==> config.mk <==
export PLATFORM = sky130hd
export DESIGN_NAME = lut_wvf_sequencer
export DESIGN_NICKNAME = d
export VERILOG_FILES = /design/src/rtl/lut_wvf_sequencer.sv
export SDC_FILE = /design/constraint.sdc
export NUM_CORES = 1
export LEC_CHECK = 0
export ABC_AREA = 1
export BUFFER_PORTS_ARGS = -buffer_cell sky130_fd_sc_hd__buf_4
export CAP_MARGIN = 20
export CORE_MARGIN = 4
export CORE_UTILIZATION = 35
export DETAILED_ROUTE_END_ITERATION = 10
export PLACE_DENSITY = 0.61
export SKIP_LAST_GASP = 1
export SLEW_MARGIN = 5
export SYNTH_ARGS = -nofsm -noshare
export SYNTH_HDL_FRONTEND = slang
export SYNTH_SLANG_ARGS = --single-unit
export TNS_END_PERCENT = 20
==> constraint.sdc <==
create_clock -name CLK_SYS -period 6.7 [get_ports CLK_SYS]
set_input_delay 1.005 -clock CLK_SYS [delete_from_list [all_inputs] [get_ports CLK_SYS]]
set_output_delay 1.005 -clock CLK_SYS [all_outputs]
set_load 0.05 [all_outputs]
==> src/rtl/lut_wvf_sequencer.sv <==
// Burst/rate controller for the LUT waveform generator.
// Paces the generator with one-cycle step pulses, counts completed waveform
// periods from the generator's end flag, and sequences NPER periods per burst,
// GAP idle cycles between bursts and NBURST bursts per run before pulsing DONE.
module lut_wvf_sequencer #(
   parameter int unsigned DIV_WIDTH = 12,
   parameter int unsigned CNT_WIDTH = 8,
   parameter int unsigned DEF_DIV   = 477
) (
   input  logic                 CLK_SYS,
   input  logic                 nRST,
   input  logic                 CFG_VALID,
   output logic                 CFG_READY,
   input  logic [DIV_WIDTH-1:0] CFG_DIV,
   input  logic [CNT_WIDTH-1:0] CFG_NPER,
   input  logic [DIV_WIDTH-1:0] CFG_GAP,
   input  logic [CNT_WIDTH-1:0] CFG_NBURST,
   input  logic                 START,
   input  logic                 STOP,
   input  logic                 LUT_END,
   output logic                 LUT_EN,
   output logic                 TRGG_CNT_FLAG,
   output logic                 BUSY,
   output logic                 DONE,
   output logic [1:0]           STATE
);

   localparam logic [1:0] ST_IDLE = 2'b00;
   localparam logic [1:0] ST_RUN  = 2'b01;
   localparam logic [1:0] ST_GAP  = 2'b10;

   localparam logic [DIV_WIDTH-1:0] DIV_ONE = DIV_WIDTH'(1);
   localparam logic [DIV_WIDTH-1:0] DIV_RST = DIV_WIDTH'(DEF_DIV);
   localparam logic [CNT_WIDTH-1:0] CNT_ONE = CNT_WIDTH'(1);

   // configuration registers (written only while idle)
   logic [DIV_WIDTH-1:0] div_q;
   logic [CNT_WIDTH-1:0] nper_q;
   logic [DIV_WIDTH-1:0] gap_q;
   logic [CNT_WIDTH-1:0] nburst_q;

   // sequencing state
   logic [1:0]           state_q,     state_d;
   logic [DIV_WIDTH-1:0] div_cnt_q,   div_cnt_d;
   logic [CNT_WIDTH-1:0] per_cnt_q,   per_cnt_d;
   logic [CNT_WIDTH-1:0] burst_cnt_q, burst_cnt_d;
   logic [DIV_WIDTH-1:0] gap_cnt_q,   gap_cnt_d;
   logic                 lut_en_q,    lut_en_d;
   logic                 lut_end_q,   lut_end_d;
   logic                 done_q,      done_d;

   // decoded events
   logic [DIV_WIDTH-1:0] eff_div;
   logic [CNT_WIDTH-1:0] burst_inc;
   logic                 cfg_load;
   logic                 div_tick;
   logic                 run_edge;
   logic                 last_per;
   logic                 last_burst;

   // Decode step ticks, period ends and burst ends from the current state.
   // NOTE: every signal driven here gets a value on every path, so no latch is inferred.
   always_comb begin
      eff_div    = (div_q == '0) ? DIV_ONE : div_q;
      burst_inc  = burst_cnt_q + CNT_ONE;
      cfg_load   = CFG_VALID && (state_q == ST_IDLE);
      div_tick   = (state_q == ST_RUN) && (div_cnt_q == eff_div - DIV_ONE);
      // lut_end_q tracks LUT_END while enabled, so re-entering RUN with the
      // generator parked on its last index produces no edge.
      run_edge   = (state_q == ST_RUN) && LUT_END && !lut_end_q;
      last_per   = run_edge && (nper_q != '0) && (per_cnt_q == nper_q - CNT_ONE);
      last_burst = (nburst_q != '0) && (burst_inc == nburst_q);
   end

   // Next-state logic for the IDLE/RUN/GAP sequencer and its counters.
   always_comb begin
      state_d     = state_q;
      div_cnt_d   = div_cnt_q;
      per_cnt_d   = per_cnt_q;
      burst_cnt_d = burst_cnt_q;
      gap_cnt_d   = gap_cnt_q;
      lut_en_d    = lut_en_q;
      lut_end_d   = lut_en_q ? LUT_END : 1'b0;
      done_d      = 1'b0;

      case (state_q)
         ST_IDLE: begin
            if (START && !STOP) begin
               state_d     = ST_RUN;
               lut_en_d    = 1'b1;
               div_cnt_d   = '0;
               per_cnt_d   = '0;
               burst_cnt_d = '0;
               gap_cnt_d   = '0;
            end
         end

         ST_RUN: begin
            if (STOP) begin
               state_d  = ST_IDLE;
               lut_en_d = 1'b0;
            end else begin
               div_cnt_d = div_tick ? '0 : div_cnt_q + DIV_ONE;
               if (run_edge) per_cnt_d = per_cnt_q + CNT_ONE;
               if (last_per) begin
                  burst_cnt_d = burst_inc;
                  per_cnt_d   = '0;
                  div_cnt_d   = '0;
                  if (last_burst) begin
                     state_d  = ST_IDLE;
                     lut_en_d = 1'b0;
                     done_d   = 1'b1;
                  end else if (gap_q != '0) begin
                     state_d   = ST_GAP;
                     gap_cnt_d = '0;
                  end
               end
            end
         end

         ST_GAP: begin
            if (STOP) begin
               state_d  = ST_IDLE;
               lut_en_d = 1'b0;
            end else if (gap_cnt_q == gap_q - DIV_ONE) begin
               state_d   = ST_RUN;
               div_cnt_d = '0;
               per_cnt_d = '0;
            end else begin
               gap_cnt_d = gap_cnt_q + DIV_ONE;
            end
         end

         default: begin
            state_d  = ST_IDLE;
            lut_en_d = 1'b0;
         end
      endcase
   end

   // Sequencer registers with synchronous active-low reset.
   // NOTE: sequential state uses non-blocking assignments so every register samples pre-edge values.
   always_ff @(posedge CLK_SYS) begin
      if (!nRST) begin
         state_q     <= ST_IDLE;
         div_cnt_q   <= '0;
         per_cnt_q   <= '0;
         burst_cnt_q <= '0;
         gap_cnt_q   <= '0;
         lut_en_q    <= 1'b0;
         lut_end_q   <= 1'b0;
         done_q      <= 1'b0;
      end else begin
         state_q     <= state_d;
         div_cnt_q   <= div_cnt_d;
         per_cnt_q   <= per_cnt_d;
         burst_cnt_q <= burst_cnt_d;
         gap_cnt_q   <= gap_cnt_d;
         lut_en_q    <= lut_en_d;
         lut_end_q   <= lut_end_d;
         done_q      <= done_d;
      end
   end

   // Configuration capture on the valid/ready handshake; reset restores defaults.
   always_ff @(posedge CLK_SYS) begin
      if (!nRST) begin
         div_q    <= DIV_RST;
         nper_q   <= CNT_ONE;
         gap_q    <= '0;
         nburst_q <= CNT_ONE;
      end else if (cfg_load) begin
         div_q    <= CFG_DIV;
         nper_q   <= CFG_NPER;
         gap_q    <= CFG_GAP;
         nburst_q <= CFG_NBURST;
      end
   end

   // The STOP cycle never steps the generator.
   assign TRGG_CNT_FLAG = div_tick && !last_per && !STOP;
   assign CFG_READY     = (state_q == ST_IDLE);
   assign BUSY          = (state_q != ST_IDLE);
   assign LUT_EN        = lut_en_q;
   assign DONE          = done_q;
   assign STATE         = state_q;

endmodule
==> out/metrics.yaml <==
port_buffers: 52
cts_num_sinks: 85
first_global_vias: 5001
core_mm2: 0.0160
yosys_most_used_dff: "dfxtp_1"
viasPerCell: 4.81
drtPass1Iterations: 5
syn_avg_cell_area_um2: 6.33
crit_arrival_ps: 3090
yosysSeqAreaShare: 0.296
clk_latency_ps: 360
drt_iter0_markers: 372
antenna_cells: 0
ctsHtreeMaxLevel: 3
vias: 5592
p_total_uw: 2350
grt_pass1_wl_mm: 24.9
postCtsSetupRepairBufs: 0
async_flop_share: 0
clock-root-buffer: "clkbuf_16"
routed_wl_mm: 15.4
synth_area_leaders: "dfxtp_1, nand2_1, nor2_1"
worst_pin_slew_ps: 1050
grt_overflow: 0
tns_ps: 0
syn-cell-area_mm2: 0.00575
leakagePower_uw: 0.00289
start_util: 0.359
finalCriticalPeriod_ps: 4090
end_kind: "primary output"
synth-seq-cells: 85
routabilityCongestion: 0.888
synth_area_leader_cell: "dfxtp_1"
synth_edf_count: 0
cts_buffers: 9
slew_headroom: 0.299
rows: 46
cts_tree: "yes"
post_drt_wl_per_cell_um: 13.2
final_max_slew_viol_count: 0
fin_util: 0.413
syn-instance-count: 908
nNetsFinal: 997
ir_worst_vdd_mv: 0.260
die_y_um: 136
dieArea_mm2: 0.0185
p_per_area_mw_per_mm2: 355
syn-num-nets: 963
hold_class: "register to register"
layout-drive-gt1-share: 0.0950
synth_top_area_share: 0.296
fin_crit_sh: 0.611
ios: 53
status: "completed"
finClkSkew_ps: 8.44
clockBufferDepth: 2
grt_max_degree: 58
cp-start-kind: "register"
antenna_left: 0
rsz0062_at_grt: "no"
antenna_found_initial: 0
grt_usage: 0.168
cp_max_fo: 5
drcViolationCount: 0
place_hpwl_mm: 11.4
clkTransAtPathRegs_ps: 70
cap_violations: 0
critPathRequiredTime_ps: 5690
hold_viol: 0
synthDistinctLibCells: 41
whs_ps: 453
areaGrowthSynthToFinish_pct: 15.0
setup_viol_count_final: 0
dieWidth_um: 136
nFillCells: 1738
synth_warnings: 0
ctsResizeCount: 0
fmax_ghz: 0.244
hold_buffers: 0
criticalPathCategory: "register to primary output"
-- where the power goes --
part           leakage, uW  total, uW  switching, uW  internal (uW)
combinational      0.00203       1070            708            360
sequential        0.000696        720            112            609
clock             0.000163        557            211            346
total              0.00289       2350           1030           1310
-- registers in the layout, summed over array words and instances, names as in the netlist --
| name | cells |
|---|---|
| div_q | 12 |
| burst_cnt_q | 8 |
| div_cnt_q | 12 |
| per_cnt_q | 8 |
| DONE | 1 |
| STATE | 2 |
| gap_cnt_q | 12 |
| nburst_q | 8 |
| lut_end_q | 1 |
| nper_q | 8 |
| LUT_EN | 1 |
| gap_q | 12 |
-- critical path, cell delays in order, from the launching register on --
cell	delay, ps
dfxtp_1	350
nor2_1	160
nand2_1	120
nor2_1	130
nand2_1	130
nand2_1	130
inv_1	50
ha_1	230
nand2_1	150
xor2_1	270
xor2_1	180
nand4_1	90
nor2_1	120
nand3b_1	80
nor2_1	80
nand3_1	70
nor2_1	170
buf_4	230
-- metal layers --
metal	wire (um)	up-vias	global-route usage
li1	-	2985	-
met1	7350	2489	0.228
met2	7180	102	0.272
met3	633	16	0.0370
met4	187	0	0.0454
met5	0	-	0
-- synthesized netlist by cell type (9+ instances only) --
master and n:
xnor2_1 18, o21ai_0 44, inv_1 103, nor3_1 14, a21oi_1 66, nor2_1 135, xor2_1 42, dfxtp_1 85
nand4_1 29, clkbuf_1 20, nand2_1 212, ha_1 9, nand3_1 67
-- per-stage QoR --
| step | setup WS (ps) | std cells | area, um^2 |
|---|---|---|---|
| final | 2610 | 1163 | 6620 |
| after global routing | 2300 | 1163 | 6620 |
| after CTS | 2660 | 1163 | 6620 |
| after detailed placement | 3040 | 1147 | 6290 |
| after global placement | 3080 | 1147 | 6290 |
| after floorplan | 2970 | 908 | 5750 |
-- layout make-up --
type                    count  area (um^2)  area share
multi-input cells         685         3510       0.531
flip-flops and latches     85         1700       0.257
repair buffers             54          405      0.0613
inverters                 107          402      0.0607
well taps                 216          270      0.0409
clock buffers              12          256      0.0388
clock inverters             4         70.1      0.0106
-- cells in the final DEF (no fill, tap or decap), types with 2 or more instances in the layout --
cell type	count
ha_1	9
xnor3_1	2
nor3_1	14
clkbuf_16	9
and3_1	2
and2_1	2
dfxtp_1	85
xnor2_1	18
bufinv_16	2
nor2_1	135
inv_2	2
clkinv_1	2
o21ai_0	44
nor2_2	3
nor3b_1	4
a21oi_1	66
o21ai_1	3
clkinv_2	2
nand3_1	67
nand4_1	29
nand2_2	3
clkbuf_8	2
o211ai_1	8
nand3_2	2
inv_1	103
nand3b_1	5
or2_2	3
xor2_1	42
buf_4	54
a21oi_4	2
nand2_1	211
nor4_1	3
-- path summary, 6_finish.rpt --
path         startpoint  cells after the start            end  slack [ps]
min reg2reg      LUT_EN                      2      lut_end_q         450
min              LUT_EN                      2      lut_end_q         450
max reg2reg    div_q[5]                     20   div_cnt_q[2]        3780
max            div_q[5]                     17  TRGG_CNT_FLAG        2610
-- cell families (layout without fill, tap and decap cells) --
group | count (synthesis) | after routing | share of synthesized area
and+or+nand+nor | 487 | 487 | 0.370
adders and majority gates | 9 | 9 | 0.0196
xor gates and xnor gates | 62 | 62 | 0.0992
AOI/OAI and AO/OA | 127 | 127 | 0.121
DFF | 85 | 85 | 0.296
buffers and inverters | 138 | 177 | 0.0944
Power figures use the tool's default switching activity.
